### src/rtl/sort_frame_loader_pkg.sv
// rtl/sort_frame_loader_pkg.sv - shared types and geometry for the frame loader, sorter and bench
package sort_frame_loader_pkg;

  typedef enum logic [1:0] {
    LOAD  = 2'd0,
    DRAIN = 2'd1,
    FIRE  = 2'd2,
    WAIT  = 2'd3
  } state_e;

  localparam int VEC_W      = 64;
  localparam int NUM_SEARCH = 8;
  localparam int DIM        = 16;
  localparam int ELEM_W     = 4;
  localparam int NUM_VEC    = NUM_SEARCH + 1;

endpackage

### src/rtl/sort_frame_loader_if.sv
// rtl/sort_frame_loader_if.sv - narrow word stream feeding the frame loader
interface sort_frame_loader_if #(
  parameter int WORD_W = 16
);
  logic [WORD_W-1:0] s_data;
  logic              s_valid;
  logic              s_last;
  logic              s_ready;

  modport master (output s_data, output s_valid, output s_last, input s_ready);
  modport slave  (input s_data, input s_valid, input s_last, output s_ready);
endinterface

### src/rtl/sort_frame_loader.sv
// rtl/sort_frame_loader.sv - assembles a query + 8 search vectors from a word stream and starts the sorter
module sort_frame_loader
  import sort_frame_loader_pkg::*;
#(
  parameter int WORD_W  = 16,
  parameter int TIMEOUT = 15
) (
  input  logic               clk,
  input  logic               rst,
  sort_frame_loader_if.slave s,
  output logic [VEC_W-1:0]   query,
  output logic [VEC_W-1:0]   search_0,
  output logic [VEC_W-1:0]   search_1,
  output logic [VEC_W-1:0]   search_2,
  output logic [VEC_W-1:0]   search_3,
  output logic [VEC_W-1:0]   search_4,
  output logic [VEC_W-1:0]   search_5,
  output logic [VEC_W-1:0]   search_6,
  output logic [VEC_W-1:0]   search_7,
  output logic               in_valid,
  input  logic               sort_done,
  output logic               busy,
  output logic               err_frame,
  output logic               err_timeout
);

  localparam int WPV    = VEC_W / WORD_W;
  localparam int WIDX_W = (WPV > 1) ? $clog2(WPV) : 1;
  localparam logic [3:0]        LAST_VEC  = 4'(NUM_VEC - 1);
  localparam logic [WIDX_W-1:0] LAST_WORD = WIDX_W'(WPV - 1);
  localparam logic [7:0]        TMO_LIM   = 8'(TIMEOUT);

  state_e            state_q, state_d;
  // Word counter kept as (vector, word-in-vector) so it addresses the bank directly
  logic [3:0]        vidx_q, vidx_d;
  logic [WIDX_W-1:0] widx_q, widx_d;
  logic [7:0]        tmo_q, tmo_d;
  logic              in_valid_q, in_valid_d;
  logic              err_frame_q, err_frame_d;
  logic              err_timeout_q, err_timeout_d;
  logic [VEC_W-1:0]  vec_q [NUM_VEC];

  logic accept, frame_end, load_we;

  assign s.s_ready = (state_q == LOAD) || (state_q == DRAIN);
  assign busy      = (state_q == FIRE) || (state_q == WAIT);
  assign accept    = s.s_valid && s.s_ready;
  assign frame_end = (vidx_q == LAST_VEC) && (widx_q == LAST_WORD);
  assign load_we   = accept && (state_q == LOAD);

  always_comb begin
    state_d       = state_q;
    vidx_d        = vidx_q;
    widx_d        = widx_q;
    tmo_d         = tmo_q;
    in_valid_d    = 1'b0;
    err_frame_d   = 1'b0;
    err_timeout_d = 1'b0;
    case (state_q)
      LOAD: begin
        if (accept) begin
          if (!frame_end) begin
            if (s.s_last) begin
              err_frame_d = 1'b1;
              vidx_d      = '0;
              widx_d      = '0;
            end else if (widx_q == LAST_WORD) begin
              widx_d = '0;
              vidx_d = vidx_q + 4'd1;
            end else begin
              widx_d = widx_q + 1'b1;
            end
          end else begin
            vidx_d = '0;
            widx_d = '0;
            if (s.s_last) begin
              state_d    = FIRE;
              in_valid_d = 1'b1;
            end else begin
              state_d     = DRAIN;
              err_frame_d = 1'b1;
            end
          end
        end
      end
      DRAIN: begin
        if (accept && s.s_last) begin
          state_d = LOAD;
          vidx_d  = '0;
          widx_d  = '0;
        end
      end
      FIRE: begin
        state_d = WAIT;
        tmo_d   = '0;
      end
      WAIT: begin
        // Completion takes priority over an expiring timeout in the same cycle
        if (sort_done) begin
          state_d = LOAD;
        end else if (tmo_q + 8'd1 == TMO_LIM) begin
          state_d       = LOAD;
          err_timeout_d = 1'b1;
        end else begin
          tmo_d = tmo_q + 8'd1;
        end
      end
      default: state_d = LOAD;
    endcase
  end

  always_ff @(posedge clk or posedge rst) begin
    if (rst) begin
      state_q       <= LOAD;
      vidx_q        <= '0;
      widx_q        <= '0;
      tmo_q         <= '0;
      in_valid_q    <= 1'b0;
      err_frame_q   <= 1'b0;
      err_timeout_q <= 1'b0;
      for (int i = 0; i < NUM_VEC; i++) vec_q[i] <= '0;
    end else begin
      state_q       <= state_d;
      vidx_q        <= vidx_d;
      widx_q        <= widx_d;
      tmo_q         <= tmo_d;
      in_valid_q    <= in_valid_d;
      err_frame_q   <= err_frame_d;
      err_timeout_q <= err_timeout_d;
      if (load_we) begin
        for (int w = 0; w < WPV; w++) begin
          if (widx_q == WIDX_W'(w)) vec_q[vidx_q][w*WORD_W +: WORD_W] <= s.s_data;
        end
      end
    end
  end

  assign in_valid    = in_valid_q;
  assign err_frame   = err_frame_q;
  assign err_timeout = err_timeout_q;
  assign query       = vec_q[0];
  assign search_0    = vec_q[1];
  assign search_1    = vec_q[2];
  assign search_2    = vec_q[3];
  assign search_3    = vec_q[4];
  assign search_4    = vec_q[5];
  assign search_5    = vec_q[6];
  assign search_6    = vec_q[7];
  assign search_7    = vec_q[8];

endmodule

### src/flat_wrapper.sv
// flat-port wrapper written by rule: the top's interface ports become plain ports
module sort_frame_loader_flat import sort_frame_loader_pkg::*;
#(
  parameter int WORD_W  = 16,
  parameter int TIMEOUT = 15
)
  (clk, rst, query, search_0, search_1, search_2, search_3, search_4, search_5, search_6, search_7, in_valid, sort_done, busy, err_frame, err_timeout, s_s_data, s_s_valid, s_s_last, s_s_ready);
  sort_frame_loader_if #(.WORD_W(WORD_W)) s_i ();
  input  logic clk;
  input  logic rst;
  output logic [VEC_W-1:0] query;
  output logic [VEC_W-1:0] search_0;
  output logic [VEC_W-1:0] search_1;
  output logic [VEC_W-1:0] search_2;
  output logic [VEC_W-1:0] search_3;
  output logic [VEC_W-1:0] search_4;
  output logic [VEC_W-1:0] search_5;
  output logic [VEC_W-1:0] search_6;
  output logic [VEC_W-1:0] search_7;
  output logic in_valid;
  input  logic sort_done;
  output logic busy;
  output logic err_frame;
  output logic err_timeout;
  input wire logic [$bits(s_i.s_data)-1:0] s_s_data;
  input wire logic [$bits(s_i.s_valid)-1:0] s_s_valid;
  input wire logic [$bits(s_i.s_last)-1:0] s_s_last;
  output wire logic [$bits(s_i.s_ready)-1:0] s_s_ready;
  assign s_i.s_data = s_s_data;
  assign s_i.s_valid = s_s_valid;
  assign s_i.s_last = s_s_last;
  assign s_s_ready = s_i.s_ready;
  sort_frame_loader #(.WORD_W(WORD_W), .TIMEOUT(TIMEOUT)) u_core (.clk(clk), .rst(rst), .s(s_i), .query(query), .search_0(search_0), .search_1(search_1), .search_2(search_2), .search_3(search_3), .search_4(search_4), .search_5(search_5), .search_6(search_6), .search_7(search_7), .in_valid(in_valid), .sort_done(sort_done), .busy(busy), .err_frame(err_frame), .err_timeout(err_timeout));
endmodule
### config.mk
export PLATFORM = sky130hd
export DESIGN_NAME = sort_frame_loader_flat
export DESIGN_NICKNAME = d
export VERILOG_FILES = /design/src/rtl/sort_frame_loader_pkg.sv /design/src/rtl/sort_frame_loader_if.sv /design/src/rtl/sort_frame_loader.sv /design/src/flat_wrapper.sv
export SDC_FILE = /design/constraint.sdc
export NUM_CORES = 1
export LEC_CHECK = 0
export CORE_MARGIN = 5
export CORE_UTILIZATION = 45
export CTS_CLUSTER_DIAMETER = 100
export DETAILED_ROUTE_END_ITERATION = 8
export GPL_TIMING_DRIVEN = 0
export MAX_ROUTING_LAYER = met4
export PLACE_DENSITY = 0.77
export SYNTH_ARGS = -nofsm -noshare
export SYNTH_HDL_FRONTEND = slang
export SYNTH_SLANG_ARGS = --single-unit
export TNS_END_PERCENT = 20
### constraint.sdc
create_clock -name clk -period 19.77 [get_ports clk]
set_clock_uncertainty 0.15 [all_clocks]
set_input_delay 3.954 -clock clk [delete_from_list [all_inputs] [get_ports clk]]
set_output_delay 3.954 -clock clk [all_outputs]
set_load 0.005 [all_outputs]
==> results of run 1 <==
==> report_power, final <==
part | total (uW) | switching, uW | internal [uW]
sequential | 1590 | 132 | 1460
combinational | 971 | 357 | 615
clock | 1180 | 475 | 702
total | 3740 | 964 | 2770
==> flip-flops by register name, summed over array words and instances, names as in the netlist <==
| name | cells |
|---|---|
| u_core.query | 64 |
| u_core.search_0 | 64 |
| u_core.search_1 | 64 |
| u_core.search_2 | 64 |
| u_core.search_3 | 64 |
| u_core.search_4 | 64 |
| u_core.search_5 | 64 |
| u_core.search_6 | 64 |
| u_core.search_7 | 64 |
| u_core.tmo_q | 8 |
| u_core.vidx_q | 4 |
| u_core.state_q | 2 |
| u_core.widx_q | 2 |
| u_core.err_frame | 1 |
| u_core.err_timeout | 1 |
| u_core.in_valid | 1 |
==> routing by layer <==
metal / track usage [%] / vias to the layer above
met4: 9.72 / 0
met2: 41.6 / 534
li1: - / 6353
met5: - / -
met1: 31.2 / 7819
met3: 6.40 / 169
==> layout make-up <==
cell class / instances / area [um^2]
multi-input cells: 719 / 8570
well taps: 696 / 871
flip-flops and latches: 595 / 14900
plain buffers: 97 / 800
clock buffers: 86 / 1820
clock inverters: 20 / 254
repair buffers: 617 / 6340
diodes: 1 / 2.50
inverters: 10 / 41.3
fillers: 3871 / 20000
==> Yosys cell counts, types with 2 or more instances <==
library cell    n
nor2b_1         2
nand2_1        11
inv_1           8
buf_6           6
o2bb2ai_1       2
nand2_2        18
buf_12         21
dfrtp_1       595
xor2_1          2
nand3_1         6
mux2_2        359
nor3b_2         3
nand2_8         4
nand2b_1        4
a21oi_1         2
mux2i_1         4
nor2_1         10
mux2_4        200
buf_4           8
nor4_1          2
nand3b_2        3
and3_2          6
ha_1           11
nor3_1          3
mux2_1         17
buf_2          10
nor2_8         20
clkbuf_1       50
o21ai_0        10
==> cells in the final DEF, fill, tap and decap left out, types with 2 or more instances in the layout <==
cell,netlist,final
a21oi_1,2,2
and3_2,6,6
buf_12,21,37
buf_2,10,10
buf_4,8,8
buf_6,6,6
bufinv_16,0,5
clkbuf_1,50,56
clkbuf_16,0,62
clkbuf_8,0,18
clkdlybuf4s50_1,0,601
clkinv_2,0,9
clkinvlp_4,0,4
dfrtp_1,595,595
ha_1,11,11
inv_1,8,7
mux2_1,17,17
mux2_2,359,359
mux2_4,200,200
mux2i_1,4,4
nand2_1,11,11
nand2_2,18,18
nand2_8,4,4
nand2b_1,4,4
nand3_1,6,6
nand3b_2,3,3
nor2_1,10,10
nor2_8,20,20
nor2b_1,2,2
nor3_1,3,3
nor3b_2,3,3
nor4_1,2,2
o21ai_0,10,10
o2bb2ai_1,2,2
xor2_1,2,2
==> cell families (layout without fill, tap and decap cells) <==
family	count (synthesis)	in the layout	synth area share (%)
buffers and inverters	107	830	3.45
AO/OA/AOI/OAI	23	23	0.634
XOR/XNOR	2	2	0.0721
multiplexers	580	580	30.0
adder cells (fa/ha/maj)	11	11	0.567
flip-flops	595	595	61.3
other	0	1	0
AND/OR/NAND/NOR	103	103	4.03
==> worst register-to-register path, cell delays in order, from the launching register on <==
cell and delay (ps):
dfrtp_1 440, inv_1 100, ha_1 300, and3_2 230
buf_2 170, nand2_2 230, buf_2 350, mux2_2 380
==> how the worst max path moves through the flow <==
stage          from                   to  slack [ps]
5_1_grt         rst  u_core.search_1[27]       13450
3_3_place_gp    rst  u_core.search_1[27]        4300
3_5_place_dp    rst  u_core.search_1[27]       13070
4_1_cts         rst  u_core.search_0[44]       13710
2_1_floorplan   rst     u_core.err_frame        7550
6_report        rst  u_core.search_3[27]       13750
==> stage by stage <==
step,instance area (um^2),hold WS [ps]
finish,33600,341
global route,33600,361
CTS,33600,344
detailed placement,31500,330
global placement,31200,327
floorplan,24300,339
==> flow_summary.ini, run 1 <==
[placement]
pre_cts_ws_ps = 13070
place_congestion = 0.852
portBuffers = 601
placedCellCount = 2734
hpwl_um = 55200

[cts]
cts_tree = built
htreeDepth = 2
ctsResizeCount = 0
cts_sinks = 595
clockBufferDepth = 3
cts_buffers = 60
post_cts_buffers = 0
cts_hold_buf = 0
clkTransAtPathRegs_ps = 60
clkLatencyLatePin_ps = 600
root_buffer = clkbuf_16

[grt]
overflow = 0
antenna_found_initial = 2
grt_use_total_pct = 25.6
grt_first_pass_wirelength_um = 111000
grt_pass1_vias = 16300
grt_max_degree = 46

[cells_and_area]
nNetsFinal = 2132
syn2layout_area_growth_pct = 38.2
drive_gt1_share_pct = 36.5
fin_util_pct = 62.6
finalNonFillerCells = 2841

[yosys]
ys_top_cells_by_area = dfrtp_1 (61%), mux2_2 (17%), mux2_4 (12%)
synth-async-reset-ratio_pct = 100
syn_nets = 1453
yosysSeqAreaShare_pct = 61.3
synth_flop_cell = dfrtp_1
synth-seq-cells = 595
yosysTopAreaCell = dfrtp_1
synth_area_mm2 = 0.0243
syn_avg_cell_area_um2 = 17.1
synth-edff-count = 0
ys_warn_count = 0
netlist.area_leader.share_pct = 61.3
yosysUniqueCellTypes = 53
synthCells = 1421

[worst_setup_path]
r2r_cells = 7
path_depth = 9
worstPathArrival_ps = 6650
slowest_delay_ps = 450
r2r-start = u_core.widx_q[0]
cp_max_fo = 42
worstPathRequired_ps = 20400
reg2reg_to = u_core.search_0[34]
slowest_stage = clkdlybuf4s50_1
ff2ff_setup_slack_ps = 17310
worst_setup_path_end_kind = async pin
cp.buffers_inverters = 9
cp_cell_sequence = clkdlybuf4s50_1 > clkinvlp_4 > buf_12 > buf_12 > buf_12 > buf_12 > buf_12 > buf_12 > buf_12
critPathKind = input pin to async pin
crit_path_frequent_cell = buf_12
cp-start-kind = input pin
crit_family = buffers and inverters

[timing]
drv_slew = 0
fin_setup_tns_ps = 0
slew-limit-headroom_pct = 21.4
fmax_mhz = 166
hold_viol_final = 0
setup_viol = 0
period_minus_slack_ps = 6020
setup_ws_ps = 13750
worstMarginPinSlew_ps = 1180
rsz0062_at_grt = no
period_share_pct = 30.4

[routing]
drt_iter0_drc = 593
top_layer = met4
drc = 0
wl_met1_um = 29500
via_per_inst = 5.24
wirelength_um = 74200
ant_nets = 0
wl_met3_um = 5170
dr.pass1.iters = 5
wire_per_inst_um = 26.1
wl_met2_um = 36400
vias = 14900

[worst_hold_path]
min_path_type = flop to flop
holdPathEnd = u_core.search_0[6]
worstHoldStart = u_core.search_0[6]
worstHoldPathCells = 1

[floorplanning]
die-area_mm2 = 0.0587
initial_core_util_pct = 45.3
core_mm2 = 0.0536
rows = 85
pin_count = 602
fp.dieW_um = 242
die_y_um = 242

[pwr]
power_density_mw_per_mm2 = 111
ir_worst_vdd_mv = 0.0992
p_leak_uw = 0.0159
finalPower_uw = 3740

[status]
outcome = complete, no violations

[run]
cap_violations = 0
(Power assumes the default switching activity.)
==> inputs of run 2 (changes only) <==
==> constraint.sdc (replaced) <==
create_clock -name clk -period 5 [get_ports clk]
set_clock_uncertainty 0.15 [all_clocks]
set_input_delay 1 -clock clk [delete_from_list [all_inputs] [get_ports clk]]
set_output_delay 1 -clock clk [all_outputs]
set_load 0.005 [all_outputs]
==> results of run 2 <==
Same layout as run 1 (identical final DEF). Status: complete, no violations.
Among the figures that moved: setup slack after placement 13070 ps -> 1260 ps; setup slack after layout 13750 ps -> 1940 ps; register-to-register setup slack 17310 ps -> 2540 ps; total power 3740 uW -> 14800 uW; worst IR drop on VDD 0.0992 mV -> 0.392 mV
